===== src/rtl/sb_pkg.sv =====
// Register scoreboard shared types and defaults.
// Defaults for address width, register count, sources and writer depth.
package sb_pkg;

  localparam int SB_AW           = 5;
  localparam int SB_NREG         = 2 ** SB_AW;
  localparam int SB_NSRC         = 2;
  localparam int SB_MAX_INFLIGHT = 3;
  localparam int SB_CW           = $clog2(SB_MAX_INFLIGHT + 1);

  localparam int SB_UNTRACKED = -1;

  // r0 is hard-wired, so it never owns a pending counter.
  function automatic int pend_idx(input int addr);
    return (addr == 0) ? SB_UNTRACKED : addr;
  endfunction

endpackage


===== src/rtl/sb_counter.sv =====
// Saturating pending-writer counter for one register.
// Flags over/underflow attempts instead of wrapping.
module sb_counter #(
  parameter int CW  = 2,
  parameter int MAX = 3
) (
  input  logic          clk,
  input  logic          resetn,
  input  logic          inc,
  input  logic          dec,
  input  logic          clr,
  output logic [CW-1:0] count,
  output logic          nonzero,
  output logic          at_max,
  output logic          err_pulse
);

  logic up;
  logic down;

  assign up        = inc && !dec;
  assign down      = dec && !inc;
  assign nonzero   = (count != '0);
  assign at_max    = (count == CW'(MAX));
  assign err_pulse = !clr && ((up && at_max) || (down && !nonzero));

  // Count writers; clear wins, saturate at both ends.
  always_ff @(posedge clk or negedge resetn) begin
    if (!resetn) begin
      count <= '0;
    end else if (clr) begin
      count <= '0;
    end else if (up && !at_max) begin
      count <= count + 1'b1;
    end else if (down && nonzero) begin
      count <= count - 1'b1;
    end
  end

endmodule


===== src/rtl/reg_scoreboard.sv =====
// Decode-stage register scoreboard with per-register writer counts.
// Optional stall statistics when SB_STATS_EN is defined.
module reg_scoreboard
  import sb_pkg::*;
#(
  parameter int AW           = SB_AW,
  parameter int NREG         = SB_NREG,
  parameter int NSRC         = SB_NSRC,
  parameter int MAX_INFLIGHT = SB_MAX_INFLIGHT
) (
  input  logic            clk,
  input  logic            resetn,
  input  logic            ds_valid,
  input  logic [NSRC-1:0] rd_used,
  input  logic [NSRC*AW-1:0] rd_addr,
  input  logic            is_fire,
  input  logic            is_we,
  input  logic [AW-1:0]   is_dest,
  input  logic            wb_fire,
  input  logic [AW-1:0]   wb_dest,
  input  logic            flush,
  output logic            stall,
  output logic [NREG-1:0] busy_vec,
  output logic            sb_err
`ifdef SB_STATS_EN
 ,output logic [31:0]     stall_cycles
`endif
);

  localparam int CW = $clog2(MAX_INFLIGHT + 1);

  logic [CW-1:0]   pend [NREG];
  logic [NREG-1:0] busy;
  logic [NREG-1:0] full;
  logic [NREG-1:0] err_vec;
  logic            src_hz;
  logic            cap_hz;
  logic            fire_err;
  int              idx;

  for (genvar r = 0; r < NREG; r++) begin : g_reg
    if (r == 0) begin : g_zero
      assign pend[r]    = '0;
      assign busy[r]    = 1'b0;
      assign full[r]    = 1'b0;
      assign err_vec[r] = 1'b0;
    end else begin : g_cnt
      logic inc;
      logic dec;
      assign inc = is_fire && is_we && (is_dest == AW'(r));
      assign dec = wb_fire && (wb_dest == AW'(r));
      sb_counter #(
        .CW  (CW),
        .MAX (MAX_INFLIGHT)
      ) u_cnt (
        .clk       (clk),
        .resetn    (resetn),
        .inc       (inc),
        .dec       (dec),
        .clr       (flush),
        .count     (pend[r]),
        .nonzero   (busy[r]),
        .at_max    (full[r]),
        .err_pulse (err_vec[r])
      );
    end
  end

  // Any read source with an outstanding writer blocks decode.
  always_comb begin
    src_hz = 1'b0;
    idx    = 0;
    for (int i = 0; i < NSRC; i++) begin
      idx = pend_idx(int'(rd_addr[i*AW +: AW]));
      if (rd_used[i] && idx != SB_UNTRACKED &&
          pend[AW'(idx)] != '0) begin
        src_hz = 1'b1;
      end
    end
  end

  assign cap_hz   = is_we && (is_dest != '0) && full[is_dest];
  assign stall    = ds_valid && (src_hz || cap_hz);
  assign busy_vec = busy;
  assign fire_err = is_fire && stall && !flush;

  // Sticky protocol error; only reset clears it.
  always_ff @(posedge clk or negedge resetn) begin
    if (!resetn) begin
      sb_err <= 1'b0;
    end else if (fire_err || (|err_vec)) begin
      sb_err <= 1'b1;
    end
  end

`ifdef SB_STATS_EN
  // Free-running stall cycle counter, wraps naturally.
  always_ff @(posedge clk or negedge resetn) begin
    if (!resetn) begin
      stall_cycles <= '0;
    end else if (stall) begin
      stall_cycles <= stall_cycles + 32'd1;
    end
  end
`endif

endmodule

===== config.mk =====
export PLATFORM = sky130hd
export DESIGN_NAME = reg_scoreboard
export DESIGN_NICKNAME = d
export VERILOG_FILES = /design/src/rtl/sb_pkg.sv /design/src/rtl/sb_counter.sv /design/src/rtl/reg_scoreboard.sv
export SDC_FILE = /design/constraint.sdc
export NUM_CORES = 1
export LEC_CHECK = 0
export BUFFER_PORTS_ARGS = -buffer_cell sky130_fd_sc_hd__clkbuf_2
export CAP_MARGIN = 20
export CORE_ASPECT_RATIO = 2
export CORE_MARGIN = 2
export CORE_UTILIZATION = 62
export CTS_BUF_LIST = sky130_fd_sc_hd__clkbuf_2 sky130_fd_sc_hd__clkbuf_4 sky130_fd_sc_hd__clkbuf_8
export DETAILED_ROUTE_END_ITERATION = 6
export GPL_ROUTABILITY_DRIVEN = 0
export GPL_TIMING_DRIVEN = 0
export PLACE_DENSITY = 0.87
export REMOVE_ABC_BUFFERS = 1
export SLEW_MARGIN = 20
export SYNTH_ARGS = -nofsm -noshare
export SYNTH_HDL_FRONTEND = slang
export SYNTH_SLANG_ARGS = --single-unit

===== constraint.sdc =====
create_clock -name clk -period 4.45 [get_ports clk]
set_input_delay 0.2225 -clock clk [delete_from_list [all_inputs] [get_ports clk]]
set_output_delay 0.2225 -clock clk [all_outputs]
set_load 0.01 [all_outputs]

==> results.yml, run 1 <==
status:
  status: "complete, but fails checks"
  failed_checks: "design-rule violations"
sta:
  drv_slew: 0
  rsz0062_at_grt: "false"
  period_share: 0.7665
  final-setup-viol-count: 0
  timing.fmax_mhz: 293.2
  fin_skew_ns: 0.01466
  post-route-min-period_ns: 3.411
  setup_tns_ns: 0
  hold_viol: 0
  slew_headroom: 0.2903
  tightest_slew_ns: 1.048
cts:
  post_cts_buffers: 0
  cts_num_sinks: 63
  cts_tree: "built"
  numCtsBuffers: 9
  clock_latency_ns: 0.37
  cts_root_buffer: "clkbuf_8"
  cts_buffer_depth: 2
  path_clk_slew_ns: 0.08
  cts_max_level: 3
  postCtsResizedCells: 0
logic_synthesis:
  avgSynthCellArea_um2: 7.490
  synth_edf_count: 0
  synth_top_area_cell: "dfrtp_1"
  synth_warnings: 0
  yosysTopAreaCellShare: 0.2582
  ys.flop_type: "dfrtp_1"
  yosysSeqAreaShare: 0.2582
  yosysUniqueCellTypes: 76
  synthesis.area_um2: 6105
  synthArstFlopShare: 1.000
  syn_inst: 815
  ys_seq_elements: 63
  synth_area_leaders: "dfrtp_1, o21ai_0, nand2_1"
route:
  firstDrtPassIters: 7
  totalWireLength_um: 23790
  ant_nets: 0
  vias_per_cell: 7.566
  drc: 108
  drt_first_iter_violations: 1451
  num_vias: 7142
  wl_per_cell_um: 25.20
global_route:
  grt_pass1_vias: 6733
  grt_util_all_layers: 0.4609
  grt-ovfl-total: 0
  grt_pass1_wl_um: 36270
  antenna_found_initial: 1
  grt_max_degree: 64
setup_path:
  slowest_stage: "nor2_1"
  cp_max_fo: 11
  crit_path_end_kind: "flip-flop"
  critical_path.startpoint_type: "input port"
  cp_cell_sequence: "clkbuf_2, nor2_1, a2111oi_1, a31oi_1, o221ai_1, nor4_1, nand4_1, a221o_1"
  path_class: "input port to flip-flop"
  worstPathRequired_ns: 4.70
  timing.rr.start: "g_reg[23].g_cnt.u_cnt.count[1]$_DFFE_PN0P_"
  cp.arrival_ns: 3.67
  slowest_delay_ns: 0.75
  crit_start: "wb_dest[2]"
floorplan:
  fp-row-count: 51
  die-area_um2: 10700
  ioPinCount: 63
  coreArea_um2: 9635
  die_x_um: 74.17
  die_h_um: 144.3
  start_util: 0.6336
placed_design:
  hpwl_um: 16570
  port_buffers: 61
layout:
  final_nets: 835
  drive_gt1_frac: 0.1430
  synthToLayoutAreaGrowth_pct: 4.694
  utilization: 0.6633
  n_fill_cell: 821
min_path:
  min_path_type: "input port to asynchronous set/reset pin"
run:
  max-cap-violations: 0
power_and_ir_drop:
  power_density_nw_per_um2: 227.3
  p_leak_nw: 2.579
  finalPower_w: 0.001453
  peakVddDrop_mv: 0.1832
power by group:
group / switching (W) / internal (W) / total (W)
logic: 0.000164 / 0.0000629 / 0.000226
clock network: 0.000263 / 0.000386 / 0.000649
registers: 0.00000353 / 0.000574 / 0.000578
registers in the layout (all words and copies together), names as in the netlist:
register,flops
g.g_cnt.u_cnt.count,62
sb_err,1
timing repair:
action                     CTS  global route
hold endpoints to repair    23             0
setup endpoints to repair    0             0
hold buffers                 1             0
critical path, delay by kind of cell:
family	cells	cell delay [ns]
AND/OR/NAND/NOR	3	1.49
AO/OA/AOI/OAI	4	1.80
buffers and inverters	1	0.15
through the flow:
stage,hold slack [ns],setup WS (ns),cell area [um2],std cells
after floorplan,-0.07309,1.970,5608,732
after global placement,0.4718,0.7064,6078,925
after global routing,0.3535,1.098,6391,944
after CTS,0.3407,1.365,6365,943
after detailed placement,0.1846,0.9973,6110,926
final,0.3326,1.039,6391,944
synth_stat cells, drive strengths merged, types with 5 or more instances:
| master | count |
|---|---|
| or3 | 10 |
| o22ai | 6 |
| nor4 | 7 |
| nor3 | 21 |
| clkbuf | 25 |
| o21ai | 75 |
| o2111ai | 15 |
| dfrtp | 63 |
| mux4 | 5 |
| a22oi | 9 |
| a211oi | 41 |
| o221ai | 6 |
| o311ai | 10 |
| buf | 58 |
| nand2b | 11 |
| nor2 | 77 |
| a311oi | 5 |
| nand4b | 5 |
| or2 | 18 |
| o211ai | 22 |
| and2 | 6 |
| a2111oi | 18 |
| a21oi | 44 |
| o311a | 5 |
| nand2 | 88 |
| nor2b | 9 |
| nand3 | 16 |
| inv | 65 |
worst paths after layout:
kind,endpoint,slack [ns],cells after the start
max,sb_err$_DFFE_PN0P_,1.04,8
min,g_reg[25].g_cnt.u_cnt.count[1]$_DFFE_PN0P_,0.33,2
max reg2reg,sb_err$_DFFE_PN0P_,1.49,7
min reg2reg,sb_err$_DFFE_PN0P_,0.51,1
max in group asynchronous,g_reg[16].g_cnt.u_cnt.count[0]$_DFFE_PN0P_,3.54,3
min in group clk,sb_err$_DFFE_PN0P_,0.51,1
logic make-up after synthesis:
family | share of synthesized area
AOI/OAI and AO/OA | 0.3507
and+or+nand+nor | 0.2474
other | 0.0006143
DFF | 0.2582
muxes | 0.02173
buffers and inverters | 0.1213
layer usage:
metal | global-route usage | share of wire
met5 | 0.02116 | 0
met4 | 0.3751 | 0.11
met3 | 0.1728 | 0.13
met2 | 0.7063 | 0.46
met1 | 0.4891 | 0.30
cell type report:
type | instances | area [um2] | share of cell area
multi-input cells | 604 | 3817 | 0.5973
flip-flops and latches | 63 | 1577 | 0.2467
repair buffers | 63 | 340.3 | 0.05325
inverters | 65 | 244.0 | 0.03818
well taps | 132 | 165.2 | 0.02584
clock buffers | 10 | 137.6 | 0.02153
clock inverters | 6 | 107.6 | 0.01684
diodes | 1 | 2.502 | 0.0003915
cells in the final DEF (no fill, tap or decap), types with 13 or more instances in the layout:
master,n
a2111oi_0,14
a211oi_1,41
a21oi_1,44
clkbuf_2,59
dfrtp_1,63
inv_1,65
nand2_1,88
nand3_1,15
nor2_1,77
nor3_1,21
o2111ai_1,15
o211ai_1,22
o21ai_0,74
or2_2,13
(Power assumes the default switching activity.)
==> inputs of run 2 (changes only) <==
- CORE_UTILIZATION: 62 -> 56
- PLACE_DENSITY: 0.87 -> 0.83
- clock period: 4.45 -> 3.08 ns (I/O delays scaled with it)
==> results.yml, run 2 (synthesis results as in run 1) <==
status:
  status: "complete, no violations"
placed_design:
  port_buffers: 61
  dp_slack_ns: 0.01525
  hpwl_um: 15310
floorplan:
  die_h_um: 151.7
  ioPinCount: 63
  coreArea_um2: 10740
  fp-row-count: 54
  die_x_um: 77.83
  die-area_um2: 11800
  start_util: 0.5683
setup_path:
  cp.arrival_ns: 3.17
  slowest_stage: "nor4bb_2"
  slowest_delay_ns: 0.93
  cp_max_fo: 14
  cp_cell_sequence: "clkbuf_2, nor4bb_2, a2111oi_0, a32oi_1, o211ai_1, nor4_1, nand4_1, a221o_1"
  path_class: "input port to flip-flop"
  critical_path.startpoint_type: "input port"
  crit_path_end_kind: "flip-flop"
  worstPathRequired_ns: 3.34
  r2r_setup_slack_ns: 0.54
sta:
  final-setup-viol-count: 0
  rsz0062_at_grt: "false"
  fin_skew_ns: 0.009141
  period_share: 0.9466
  hold_viol: 0
  drv_slew: 0
  holdWs_ns: 0.2597
  timing.fmax_mhz: 343.0
  finalWorstSetupSlack_ns: 0.1645
  slew_headroom: 0.2909
  post-route-min-period_ns: 2.916
  tightest_slew_ns: 1.037
layout:
  reg_top3: "g.g_cnt.u_cnt.count x62, sb_err x1"
  seq_area_um2: 1577
  n_fill_cell: 968
  drive_gt1_frac: 0.1392
  final_nets: 836
  antenna_cells: 0
  top_register: "g.g_cnt.u_cnt.count"
  multiInputGateArea_um2: 3800
  layout_commonest_cell: "nand2_1"
  synthToLayoutAreaGrowth_pct: 3.566
  final_cell_mix: "nand2_1, nor2_1, o21ai_0, inv_1, dfrtp_1"
  largest_reg_flops: 62
cts:
  numCtsBuffers: 9
  post_cts_buffers: 0
  cts_tree: "built"
  cts_num_sinks: 63
  clock_latency_ns: 0.38
  cts_buffer_depth: 2
  ctsHoldBuffers: 1
  path_clk_slew_ns: 0.08
  cts_max_level: 3
  postCtsResizedCells: 0
  cts_root_buffer: "clkbuf_8"
route:
  drt_first_iter_violations: 989
  drc: 0
  firstDrtPassIters: 6
  wl_per_cell_um: 21.88
  totalWireLength_um: 20830
  vias_per_cell: 7.223
  num_vias: 6876
  ant_nets: 0
power_and_ir_drop:
  power_density_nw_per_um2: 289.1
  power_frac_comb: 0.175
  peakVddDrop_mv: 0.2158
  p_sw_w: 0.0006171
  seqPwrFrac: 0.456
  switching_share: 0.3376
  clock_power_share: 0.369
  power.internal_w: 0.001211
  p_leak_nw: 2.559
global_route:
  grt_util_all_layers: 0.3584
  grt_pass1_vias: 6067
  grt_pass1_wl_um: 32690
  grt-ovfl-total: 0
  grt_max_degree: 64
  antenna_found_initial: 0
run:
  max-cap-violations: 0
min_path:
  min_path_type: "input port to asynchronous set/reset pin"
run 2: changes by cell type in the layout (fill, tap and decap cells not counted), sizes merged:
cell	previous run	this run
clkinvlp	1	3
bufinv	3	0
diode	1	0
clkbuf	71	70
dlymetal6s2s	0	1
clkinv	2	4
run 2: final timing paths:
path,depth (start not counted),start,end
min in group clk,3,is_fire,sb_err$_DFFE_PN0P_
hold reg to reg,1,sb_err$_DFFE_PN0P_,sb_err$_DFFE_PN0P_
setup / recovery,8,wb_dest[4],sb_err$_DFFE_PN0P_
max in group asynchronous,3,resetn,g_reg[19].g_cnt.u_cnt.count[0]$_DFFE_PN0P_
hold / removal,2,resetn,g_reg[7].g_cnt.u_cnt.count[0]$_DFFE_PN0P_
setup reg to reg,7,g_reg[23].g_cnt.u_cnt.count[0]$_DFFE_PN0P_,sb_err$_DFFE_PN0P_
run 2: cell type report:
type | count | area share
timing repair buffer | 64 | 0.05581
inverter | 65 | 0.03859
sequential | 63 | 0.2494
tap | 140 | 0.02771
clock inverter | 7 | 0.007916
clock buffer | 9 | 0.01959
multi-input combinational | 604 | 0.6010
run 2: per-stage QoR:
step	utilization	instances	instance area, um2	total power [W]	setup TNS (ns)
after floorplan	-	732	5608	0.0009938	0
after global placement	0.5667	933	6088	0.001140	-0.3876
after detailed placement	0.5699	934	6122	0.001151	0
after CTS	0.5870	951	6306	0.001821	0
after global routing	0.5885	952	6322	0.001890	0
final	0.5885	952	6322	0.001828	0
run 2: routing by layer:
metal | up-vias | track usage | share of wire
met1 | 3096 | 0.4487 | 0.36
met5 | - | 0 | 0
li1 | 3002 | - | -
met4 | 0 | 0.2134 | 0.082
met2 | 622 | 0.5616 | 0.44
met3 | 156 | 0.08116 | 0.12
run 2: critical path: cells and delay by family:
| family | cells | cell delay (ns) |
|---|---|---|
| compound gates | 4 | 1.27 |
| buf+inv | 1 | 0.28 |
| simple gates | 3 | 1.46 |
run 2: power groups by stage:
stage	Clock, W	Combinational [W]	Sequential (W)
4_1_cts	0.000685	0.000302	0.000834
5_1_grt	0.000718	0.000338	0.000834
3_5_place_dp	0	0.000300	0.000850
6_report	0.000674	0.000320	0.000834
2_1_floorplan	0	0.000145	0.000849
3_3_place_gp	0	0.000290	0.000850
==> inputs of run 3 (changes only) <==
- ABC_AREA: unset -> 1
==> results.yml, run 3 <==
global_route:
  grt-ovfl-total: 0
  grt_max_degree: 65
  grt_pass1_vias: 6995
  antenna_found_initial: 0
  grt_pass1_wl_um: 33380
  grt_util_all_layers: 0.3490
cts:
  cts_root_buffer: "clkbuf_8"
  path_clk_slew_ns: 0.08
  cts_num_sinks: 63
  cts_max_level: 3
  clock_latency_ns: 0.36
  cts_tree: "built"
  cts_buffer_depth: 2
  post_cts_buffers: 0
  numCtsBuffers: 9
sta:
  hold_viol: 0
  final-setup-viol-count: 0
  timing.fmax_mhz: 338.7
  fin_skew_ns: 0.008296
  setup_tns_ns: 0
  tightest_slew_ns: 0.6493
  slew_headroom: 0.5638
  post-route-min-period_ns: 2.953
  holdWs_ns: 0.1426
  drv_slew: 0
  rsz0062_at_grt: "false"
  period_share: 0.9586
logic_synthesis:
  synth_compound_area_frac: 0.2010
  avgSynthCellArea_um2: 5.751
  synth_most_common_cell: "nand2_1"
  ys_seq_elements: 63
  synthArstFlopShare: 1.000
  synth-simple-area-share: 0.3919
  synth_top_family_by_area: "simple AND/OR/NAND/NOR gates"
  syn_inst: 1103
  synth_area_leaders: "dfrtp_1, nand2_1, inv_1"
  yosysTopAreaCellShare: 0.2485
  yosys-top-cells-count: "nand2_1, inv_1, nor2_1, o21ai_0, nand3_1"
  post_synth_fa_ha_maj_area_fraction: 0
  yosysSeqAreaShare: 0.2485
  synth_warnings: 0
  synthMuxAreaShare: 0.001578
  synth_edf_count: 0
  yosys.area_share.xor_xnor: 0
  yosysUniqueCellTypes: 40
  synthesis.area_um2: 6344
  synth_top_area_cell: "dfrtp_1"
  ys.flop_type: "dfrtp_1"
route:
  vias_per_cell: 5.993
  wl_per_cell_um: 16.54
  drt_first_iter_violations: 991
  totalWireLength_um: 21020
  drc: 3
  ant_nets: 0
  num_vias: 7617
  firstDrtPassIters: 7
layout:
  drive_gt1_frac: 0.09566
  largest_reg_flops: 62
  top_register: "g.g_cnt.u_cnt.count"
  seq_area_um2: 1577
  antenna_cells: 0
  n_fill_cell: 1106
  final_nets: 1154
  final_area_um2: 6809
  layout_commonest_cell: "nand2_1"
  synthToLayoutAreaGrowth_pct: 7.337
  reg_top3: "g.g_cnt.u_cnt.count x62, sb_err x1"
  utilization: 0.6108
  final_cell_mix: "nand2_1, inv_1, nor2_1, o21ai_0, nand3_1"
  multiInputGateArea_um2: 3796
floorplan:
  start_util: 0.5690
  die_x_um: 79.26
  coreArea_um2: 11150
  fp-row-count: 55
  ioPinCount: 63
  die_h_um: 154.5
  die-area_um2: 12250
setup_path:
  critical_path.startpoint_type: "input port"
  cp_max_fo: 14
  path_class: "input port to output port"
  r2r_setup_slack_ns: 1.13
  worstPathRequired_ns: 2.93
  cp.arrival_ns: 2.80
  crit_path_end_kind: "output port"
power_and_ir_drop:
  peakVddDrop_mv: 0.3531
  power_density_nw_per_um2: 450.0
  p_leak_nw: 3.470
  finalPower_w: 0.003064
status:
  status: "complete, but fails checks"
  failed_checks: "design-rule violations"
placed_design:
  hpwl_um: 15950
  detailed_place.area_um2: 6548
  port_buffers: 61
min_path:
  min_path_type: "input port to flip-flop"
run:
  max-cap-violations: 0
## run 3: cell count changes in the layout (fill, tap and decap cells not counted), moves of 11 or more
cell | previous run | this run
nor3_1 | 21 | 9
o21ai_0 | 74 | 104
o22ai_1 | 6 | 26
nand3_1 | 15 | 101
a2111oi_0 | 16 | 0
nand2b_1 | 11 | 0
nor2_1 | 77 | 122
a211oi_1 | 41 | 1
nand2_1 | 88 | 306
inv_1 | 65 | 162
and2_1 | 6 | 19
inv_2 | 0 | 11
or2_2 | 13 | 2
## run 3: path summary, 6_finish.rpt
path | from | end | cells after the start
setup reg to reg | g_reg[18].g_cnt.u_cnt.count[0]$_DFFE_PN0P_ | sb_err$_DFFE_PN0P_ | 12
max in group asynchronous | resetn | g_reg[10].g_cnt.u_cnt.count[0]$_DFFE_PN0P_ | 3
hold / removal | ds_valid | sb_err$_DFFE_PN0P_ | 3
setup / recovery | rd_addr[5] | stall | 14
hold reg to reg | g_reg[7].g_cnt.u_cnt.count[0]$_DFFE_PN0P_ | g_reg[7].g_cnt.u_cnt.count[0]$_DFFE_PN0P_ | 1
min in group asynchronous | resetn | sb_err$_DFFE_PN0P_ | 2
## run 3: power by group
group | switching, W | total [W] | internal, W
Combinational | 0.000764 | 0.00113 | 0.000362
Sequential | 0.000125 | 0.00108 | 0.000956
Clock | 0.000341 | 0.000857 | 0.000516
## run 3: layout make-up
type                            count  area share
Multi-Input combinational cell    811      0.5575
Sequential cell                    63      0.2315
Inverter                          176     0.09739
Timing Repair Buffer               64     0.05366
Tap cell                          142     0.02609
Clock buffer                       12     0.02426
Clock inverter                      3    0.009555
## run 3: metal layers
metal | track usage | vias up | share of wire
met5 | 0 | - | 0
met4 | 0.2603 | 0 | 0.089
met3 | 0.07293 | 146 | 0.10
met2 | 0.5541 | 514 | 0.45
met1 | 0.4058 | 3363 | 0.36
li1 | - | 3594 | -
## run 3: metrics by stage
step	setup WS (ns)	cells
6_report	0.1274	1271
5_1_grt	0.02174	1271
4_1_cts	0.2461	1271
3_5_place_dp	-0.5514	1255
3_3_place_gp	-0.4793	1253
2_1_floorplan	1.009	1050
## run 3: kinds of logic (layout without fill, tap and decap cells)
family          Yosys count  in the layout
flops                    63             63
other cells               1              1
mux                       1              1
simple gates            589            589
compound gates          220            220
buf+inv                 229            255
## run 3: timing repair
item | 4_1_cts | 5_1_grt
hold endpoints to repair | 31 | 0
resized for setup | 3 | 1
hold buffers | 1 | 0
endpoints found under the setup margin | 2 | 1
## run 3: worst max-delay path, cell delays in order
cell      delay [ns]
clkbuf_2        0.31
nor2_1          0.31
nand3_2         0.45
nand2_1         0.55
inv_1           0.19
nand2_1         0.10
nand2_1         0.06
nand2_1         0.06
nand3_1         0.07
nand3_1         0.07
nand3_1         0.08
nand3_1         0.11
and2_1          0.13
clkbuf_2        0.12
